File: src/rtl/network_sequencer.sv
// rtl/network_sequencer.sv - run-control sequencer feeding samples to the Network for NEPOCH training passes and one test pass

module network_sequencer #(
    parameter int NI      = 3,
    parameter int NO      = 2,
    parameter int WF      = 8,
    parameter int WO      = 10,
    parameter int NSAMPLE = 4,
    parameter int NEPOCH  = 2,
    parameter int MAXOUT  = 4,
    localparam int AW     = (NSAMPLE > 1) ? $clog2(NSAMPLE) : 1,
    localparam int EW     = $clog2(NEPOCH + 1),
    localparam int CW     = $clog2(MAXOUT + 1)
) (
    input  logic                 iCLK,
    input  logic                 iRST,
    input  logic                 iStart,
    output logic                 oBusy,
    output logic                 oDone,
    output logic                 oMode,
    output logic [AW-1:0]        oAddr_Sample,
    input  logic [NI*WF-1:0]     iData_Sample_Input,
    input  logic [NO*WF-1:0]     iData_Sample_Teacher,
    output logic                 oValid_BM_Input,
    input  logic                 iReady_BM_Input,
    output logic [NI*WF-1:0]     oData_BM_Input,
    output logic                 oValid_BM_Teacher,
    input  logic                 iReady_BM_Teacher,
    output logic [NO*WO-1:0]     oData_BM_Teacher,
    input  logic                 iValid_AM_Output,
    output logic                 oReady_AM_Output,
    input  logic [NO*WO-1:0]     iData_AM_Output,
    output logic                 oValid_BM_Result,
    input  logic                 iReady_BM_Result,
    output logic [NO*WO-1:0]     oData_BM_Result,
    output logic [EW-1:0]        oEpoch
);

    typedef enum logic [2:0] {
        S_IDLE,
        S_FETCH,
        S_ISSUE,
        S_DRAIN,
        S_DONE
    } state_t;

    state_t               r_state;
    state_t               w_state_next;
    logic                 r_busy;
    logic                 r_done;
    logic                 r_mode;
    logic                 r_valid_in;
    logic                 r_valid_tch;
    logic [AW-1:0]        r_addr;
    logic [EW-1:0]        r_epoch;
    logic [CW-1:0]        r_outst;
    logic [CW-1:0]        w_outst_next;
    logic [NI*WF-1:0]     r_data_in;
    logic [NO*WO-1:0]     r_data_tch;
    logic [NO*WO-1:0]     w_tch_ext;

    logic w_hs_in;
    logic w_hs_out;
    logic w_sample_done;
    logic w_last;
    logic w_room;
    logic w_drained;
    logic w_last_epoch;

    assign w_hs_in  = r_valid_in & iReady_BM_Input;
    assign w_hs_out = iValid_AM_Output & oReady_AM_Output;

    // A sample is complete once neither stream still has a pending beat after this cycle.
    assign w_sample_done = (~r_valid_in  | iReady_BM_Input) &
                           (~r_valid_tch | iReady_BM_Teacher);

    assign w_last       = (r_addr == AW'(NSAMPLE - 1));
    assign w_drained    = (r_outst == '0);
    assign w_last_epoch = (r_epoch == EW'(NEPOCH - 1));

    // FETCH never handshakes an input, so room seen here still holds when ISSUE raises valid.
    assign w_room = (w_outst_next < CW'(MAXOUT));

    always_comb begin
        w_outst_next = r_outst;
        if (w_hs_in && !w_hs_out) begin
            w_outst_next = r_outst + 1'b1;
        end else if (w_hs_out && !w_hs_in && (r_outst != '0)) begin
            w_outst_next = r_outst - 1'b1;
        end
    end

    always_comb begin
        w_tch_ext = '0;
        for (int k = 0; k < NO; k++) begin
            w_tch_ext[k*WO +: WO] = WO'(iData_Sample_Teacher[k*WF +: WF]);
        end
    end

    always_ff @(posedge iCLK or negedge iRST) begin
        if (!iRST) begin
            r_state <= S_IDLE;
        end else begin
            r_state <= w_state_next;
        end
    end

    always_comb begin
        w_state_next = r_state;
        case (r_state)
            S_IDLE: begin
                if (iStart) begin
                    w_state_next = S_FETCH;
                end
            end
            S_FETCH: begin
                w_state_next = S_ISSUE;
            end
            S_ISSUE: begin
                if (w_sample_done) begin
                    if (w_last) begin
                        w_state_next = S_DRAIN;
                    end else if (w_room) begin
                        w_state_next = S_FETCH;
                    end
                end
            end
            S_DRAIN: begin
                if (w_drained) begin
                    w_state_next = r_mode ? S_FETCH : S_DONE;
                end
            end
            S_DONE: begin
                w_state_next = S_IDLE;
            end
            default: begin
                w_state_next = S_IDLE;
            end
        endcase
    end

    always_ff @(posedge iCLK or negedge iRST) begin
        if (!iRST) begin
            r_busy      <= 1'b0;
            r_done      <= 1'b0;
            r_mode      <= 1'b1;
            r_addr      <= '0;
            r_epoch     <= '0;
            r_outst     <= '0;
            r_valid_in  <= 1'b0;
            r_valid_tch <= 1'b0;
            r_data_in   <= '0;
            r_data_tch  <= '0;
        end else begin
            r_outst <= w_outst_next;
            r_done  <= 1'b0;
            case (r_state)
                S_IDLE: begin
                    if (iStart) begin
                        r_busy  <= 1'b1;
                        r_epoch <= '0;
                        r_mode  <= 1'b1;
                        r_addr  <= '0;
                    end
                end
                S_FETCH: begin
                    r_valid_in  <= 1'b1;
                    r_valid_tch <= r_mode;
                    r_data_in   <= iData_Sample_Input;
                    r_data_tch  <= w_tch_ext;
                end
                S_ISSUE: begin
                    if (w_hs_in) begin
                        r_valid_in <= 1'b0;
                    end
                    if (r_valid_tch && iReady_BM_Teacher) begin
                        r_valid_tch <= 1'b0;
                    end
                    if (w_sample_done && !w_last && w_room) begin
                        r_addr <= r_addr + 1'b1;
                    end
                end
                S_DRAIN: begin
                    if (w_drained) begin
                        if (r_mode) begin
                            r_addr <= '0;
                            if (w_last_epoch) begin
                                r_mode  <= 1'b0;
                                r_epoch <= EW'(NEPOCH);
                            end else begin
                                r_epoch <= r_epoch + 1'b1;
                            end
                        end else begin
                            r_done <= 1'b1;
                        end
                    end
                end
                S_DONE: begin
                    r_busy <= 1'b0;
                    r_mode <= 1'b1;
                end
                default: begin
                    r_busy <= 1'b0;
                end
            endcase
        end
    end

    // Training outputs are swallowed here; the test pass forwards them untouched.
    assign oReady_AM_Output = r_mode | iReady_BM_Result;
    assign oValid_BM_Result = ~r_mode & iValid_AM_Output;
    assign oData_BM_Result  = iData_AM_Output;

    assign oBusy             = r_busy;
    assign oDone             = r_done;
    assign oMode             = r_mode;
    assign oAddr_Sample      = r_addr;
    assign oEpoch            = r_epoch;
    assign oValid_BM_Input   = r_valid_in;
    assign oData_BM_Input    = r_data_in;
    assign oValid_BM_Teacher = r_valid_tch;
    assign oData_BM_Teacher  = r_data_tch;

endmodule
File: config.mk
export PLATFORM = sky130hd
export DESIGN_NAME = network_sequencer
export DESIGN_NICKNAME = d
export VERILOG_FILES = /design/src/rtl/network_sequencer.sv
export SDC_FILE = /design/constraint.sdc
export NUM_CORES = 1
export LEC_CHECK = 0
export CORE_ASPECT_RATIO = 0.75
export CORE_MARGIN = 2
export CORE_UTILIZATION = 65
export DETAILED_ROUTE_END_ITERATION = 8
export DONT_BUFFER_PORTS = 1
export GPL_ROUTABILITY_DRIVEN = 1
export GPL_TIMING_DRIVEN = 1
export PLACE_DENSITY = 0.81
export SLEW_MARGIN = 20
export SYNTH_ARGS = -nofsm -noshare
export SYNTH_HDL_FRONTEND = slang
export SYNTH_SLANG_ARGS = --single-unit
File: constraint.sdc
create_clock -name iCLK -period 5.7 [get_ports iCLK]
set_input_delay 1.425 -clock iCLK [delete_from_list [all_inputs] [get_ports iCLK]]
set_output_delay 1.425 -clock iCLK [all_outputs]
set_load 0.02 [all_outputs]
# Word-level counts from Yosys, hierarchy flattened
# Index checks and enable logic that the tools add are counted.
# classes
n_bitwise,11
eq_ne,14
n_reduce_logical,24
n_addsub,4
n_lt_le_gt_ge,1
mux,31
# ops
op,count
$mux 3,8
$mux 2,7
$ne 2x2->1 const B,7
$pmux 3 s4,1
$mux 1,9
$reduce_bool 3->1,3
$reduce_and 4->1,2
$eq 3x2->1 const B,2
$logic_and 1x1->1,6
$logic_not 3->1,2
$pmux 1 s2,3
$pmux 2 s3,1
$reduce_and 2->1,3
$reduce_and 5->1,1
$add 2x1->2 const B,2
$and 1x1->1,4
$not 1->1,4
$pmux 2 s2,1
$reduce_bool 2->1,2
$add 3x1->3 const B,1
$eq 3x1->1 const B,1
$eq 3x3->1 const B,1
$logic_not 1->1,3
$lt 3x3->1 const B,1
8 further kinds,10
# totals
elab_cells,96
ff_bits,55
out_inout_bits,75

# Longest topological paths before layout
# logic_depth
word_depth,11
ltp_mapped,8
mapped_depth_nobuf,8

# Worst setup path after synthesis
# OpenSTA, ideal clock, no wires.
# synth_timing
path_type,input-to-output
start,input port iReady_BM_Result
end,output port oReady_AM_Output
stages,1
arrival_time_ps,1762
required_ps,4275
path_slack_ps,2513
cell_sequence,or2_2
# synth_between
elab_chain_cells,1
# synth_lines
item,line,rtl
from (decl),34,"input logic iReady_BM_Result,"
$or 1x1->1,210,assign oReady_AM_Output = r_mode | iReady_BM_Result;
to (decl),31,"output logic oReady_AM_Output,"
# No other way between the ends.

# Worst setup path in the final report
# Same ends and word-level chain as after synthesis.

==> impl_metrics.py <==
metrics = {
    "yosys": {
        "synth_seq_area_share": 0.5381,
        "async_flop_share": 1.000,
        "synth.distinct_cells": 44,
        "ys_ff_latch": 55,
        "yosysTopAreaCellShare": 0.5279,
        "synthTopCellsByArea": "dfrtp_1 53%, mux2_2 18%, buf_4 7.0%",
        "ys_warn_count": 0,
        "syn_area_per_cell_um2": 12.55,
        "synthesis.area_um2": 2560,
        "syn_inst": 204,
        "netlist.top_cell.by_area": "dfrtp_1",
        "synth-edff-count": 0,
        "ys.flop_type": "dfrtp_1",
    },
    "layout": {
        "finalNetCount": 255,
        "utilization": 0.6852,
        "seq_area_um2": 1378,
        "multi_input_area_um2": 940.9,
        "drive_above_1_share": 0.3261,
        "fillers": 259,
        "area_growth_pct": -0.7330,
        "final_cells": 236,
        "fin_area_um2": 2541,
        "n_antenna_cell": 0,
    },
    "placed_design": {
        "dp.cells": 228,
        "port_buffers": 0,
        "dpl_cell_area_um2": 2425,
        "dp_hpwl_um": 3593,
        "place_congestion": 0.9089,
    },
    "floorplan": {
        "start_util": 0.6903,
        "design.die.area_um2": 4462,
        "core_um2": 3709,
        "die_w_um": 76.47,
        "fp.dieH_um": 58.35,
        "ioPinCount": 142,
        "rows": 19,
    },
    "timing": {
        "fin_crit_ps": 3190,
        "whs_ps": 526.5,
        "rsz0062_at_grt": "false",
        "hold_viol_final": 0,
        "relSlewSlack": 0.4627,
        "clock.fmax_mhz": 313.5,
        "finalCritPeriodShare": 0.5596,
        "finalClockSkew_ps": 5.981,
        "worstMarginPinSlew_ps": 799.8,
        "setup_viol": 0,
        "timing.final.max_slew_violations": 0,
        "fin_setup_tns_ps": 0,
    },
    "detailed_routing": {
        "route.final.wire_length_um": 4683,
        "drt_pass1_iterations": 4,
        "drt_iter0_markers": 91,
        "drcViolationCount": 0,
        "vias": 1386,
        "drtAntennaViolNets": 0,
        "drt-wirelength-per-cell_um": 19.84,
        "viasPerCell": 5.873,
    },
    "worst_hold_path": {
        "min_path_type": "reg2reg",
        "hp-start": "r_outst[0]$_DFFE_PN0P_",
        "hold_depth": 1,
    },
    "clock_tree": {
        "cts_tree": "yes",
        "clk_latency_ps": 300,
        "htreeDepth": 2,
        "postCtsSetupBuffers": 0,
        "path_clk_slew_ps": 100,
        "cts.repair.resized": 0,
        "clock_sinks": 55,
        "cts-buffers-inserted": 5,
        "cts-root-buf": "clkbuf_8",
        "clockBufferDepth": 2,
        "hold_buffers": 0,
    },
    "grt": {
        "met1_usage": 0.2524,
        "use_met2": 0.3666,
        "grt_usage": 0.2181,
        "antenna_found_initial": 0,
        "top_usage_layer": "met2",
        "grt_pass1_wl_um": 7403,
        "overflow": 0,
        "grt_pass1_vias": 1541,
        "grt_max_degree": 56,
        "use_met3": 0.08896,
    },
    "pwr": {
        "power-per-cell-area_nw_per_um2": 691.1,
        "p_leak_uw": 0.001104,
        "peakVddDrop_uv": 417.9,
    },
    "setup_path": {
        "path_delay_family": "simple AND/OR/NAND/NOR gates",
        "worstPathRequired_ps": 4280,
        "worstSetupPathDepth": 1,
        "cp_slowest_cell": "or2_2",
        "cp.arrival_ps": 1760,
        "critical_path_class": "in2out",
        "timing.rr.start": "r_state[0]$_DFFE_PN0P_",
        "startpoint": "iReady_BM_Result",
        "crit_chain": "or2_2",
        "critPathLaunchType": "input pin",
        "r2r_cells": 3,
        "end_kind": "output port",
        "cp_slowest_stage_delay_ps": 340,
        "path_buf_inv": 0,
        "crit_fanout": 3,
    },
    "run_status": {
        "status": "completed",
    },
    "run": {
        "maxCapViolations": 0,
    },
}
-- state kept, by name (all words and copies together) (netlist names), 2 cells and up --
register and flops:
oAddr_Sample 2, r_outst 3, r_state 3, oData_BM_Input 24, oEpoch 2, oData_BM_Teacher 16
-- through the flow --
step                power (uW)  worst slack [ps]
floorplan                 1414              2513
global placement          1463              2508
detailed placement        1513              2509
CTS                       1772              2509
global route              1867              2506
finish                    1756              2510
-- area by class of cell --
| type | count | share of cell area |
|---|---|---|
| clock inverter | 3 | 0.01871 |
| multi-input combinational | 111 | 0.3703 |
| tap | 52 | 0.02560 |
| inverter | 9 | 0.01329 |
| sequential | 55 | 0.5421 |
| clock buffer | 5 | 0.02708 |
| timing repair buffer | 1 | 0.002954 |
-- cell usage in the layout, fill, tap and decap left out, types with 2 or more instances in the layout --
| master | Yosys | final |
|---|---|---|
| nand3_1 | 2 | 2 |
| conb_1 | 1 | 4 |
| nor3b_1 | 2 | 2 |
| or2_2 | 2 | 2 |
| dfrtp_1 | 54 | 54 |
| o31ai_1 | 2 | 2 |
| nor3_1 | 2 | 2 |
| a21oi_1 | 8 | 8 |
| mux2_2 | 40 | 40 |
| o21ai_0 | 3 | 3 |
| nand2_1 | 7 | 7 |
| nor2_1 | 10 | 10 |
| ha_1 | 5 | 5 |
| inv_1 | 8 | 8 |
| clkbuf_8 | 0 | 5 |
-- logic make-up after synthesis --
family,share of synthesized area
DFF,0.5381
muxes,0.1818
buffers and inverters,0.1012
and+or+nand+nor,0.06501
AOI/OAI and AO/OA,0.08456
adders and majority gates,0.02444
other,0.001465
xor gates and xnor gates,0.003422
-- metal layers --
| layer | up-vias | wire length, um |
|---|---|---|
| met2 | 70 | 2366 |
| met1 | 664 | 1773 |
| met4 | 0 | 113 |
| li1 | 632 | - |
| met3 | 20 | 429 |
| met5 | - | 0 |
-- cells in the mapped netlist, types with 2 or more instances --
library cell and count:
nand3_1 2, buf_2 6, dfrtp_1 54, nor3b_1 2, o31ai_1 2, or2_2 2, inv_1 8, buf_4 24
mux2_2 40, nor2_1 10, a21oi_1 8, nand2_1 7, nor3_1 2, o21ai_0 3, ha_1 5
-- worst paths after layout --
path	endpoint	slack [ps]
max	oReady_AM_Output	2510
min	r_outst[0]$_DFFE_PN0P_	530
max reg2reg	oData_BM_Input[22]$_DFFE_PN0P_	3530
min reg2reg	r_outst[0]$_DFFE_PN0P_	530
max in group asynchronous	oMode$_DFFE_PN1P_	4720
min in group asynchronous	oEpoch[1]$_DFFE_PN0P_	810
-- where the power goes --
| part | total, uW | switching [uW] | internal (uW) |
|---|---|---|---|
| sequential | 976 | 389 | 587 |
| combinational | 525 | 234 | 291 |
| clock | 255 | 122 | 133 |
| total | 1760 | 745 | 1010 |
Note: power is estimated with default switching activity, not from simulation.
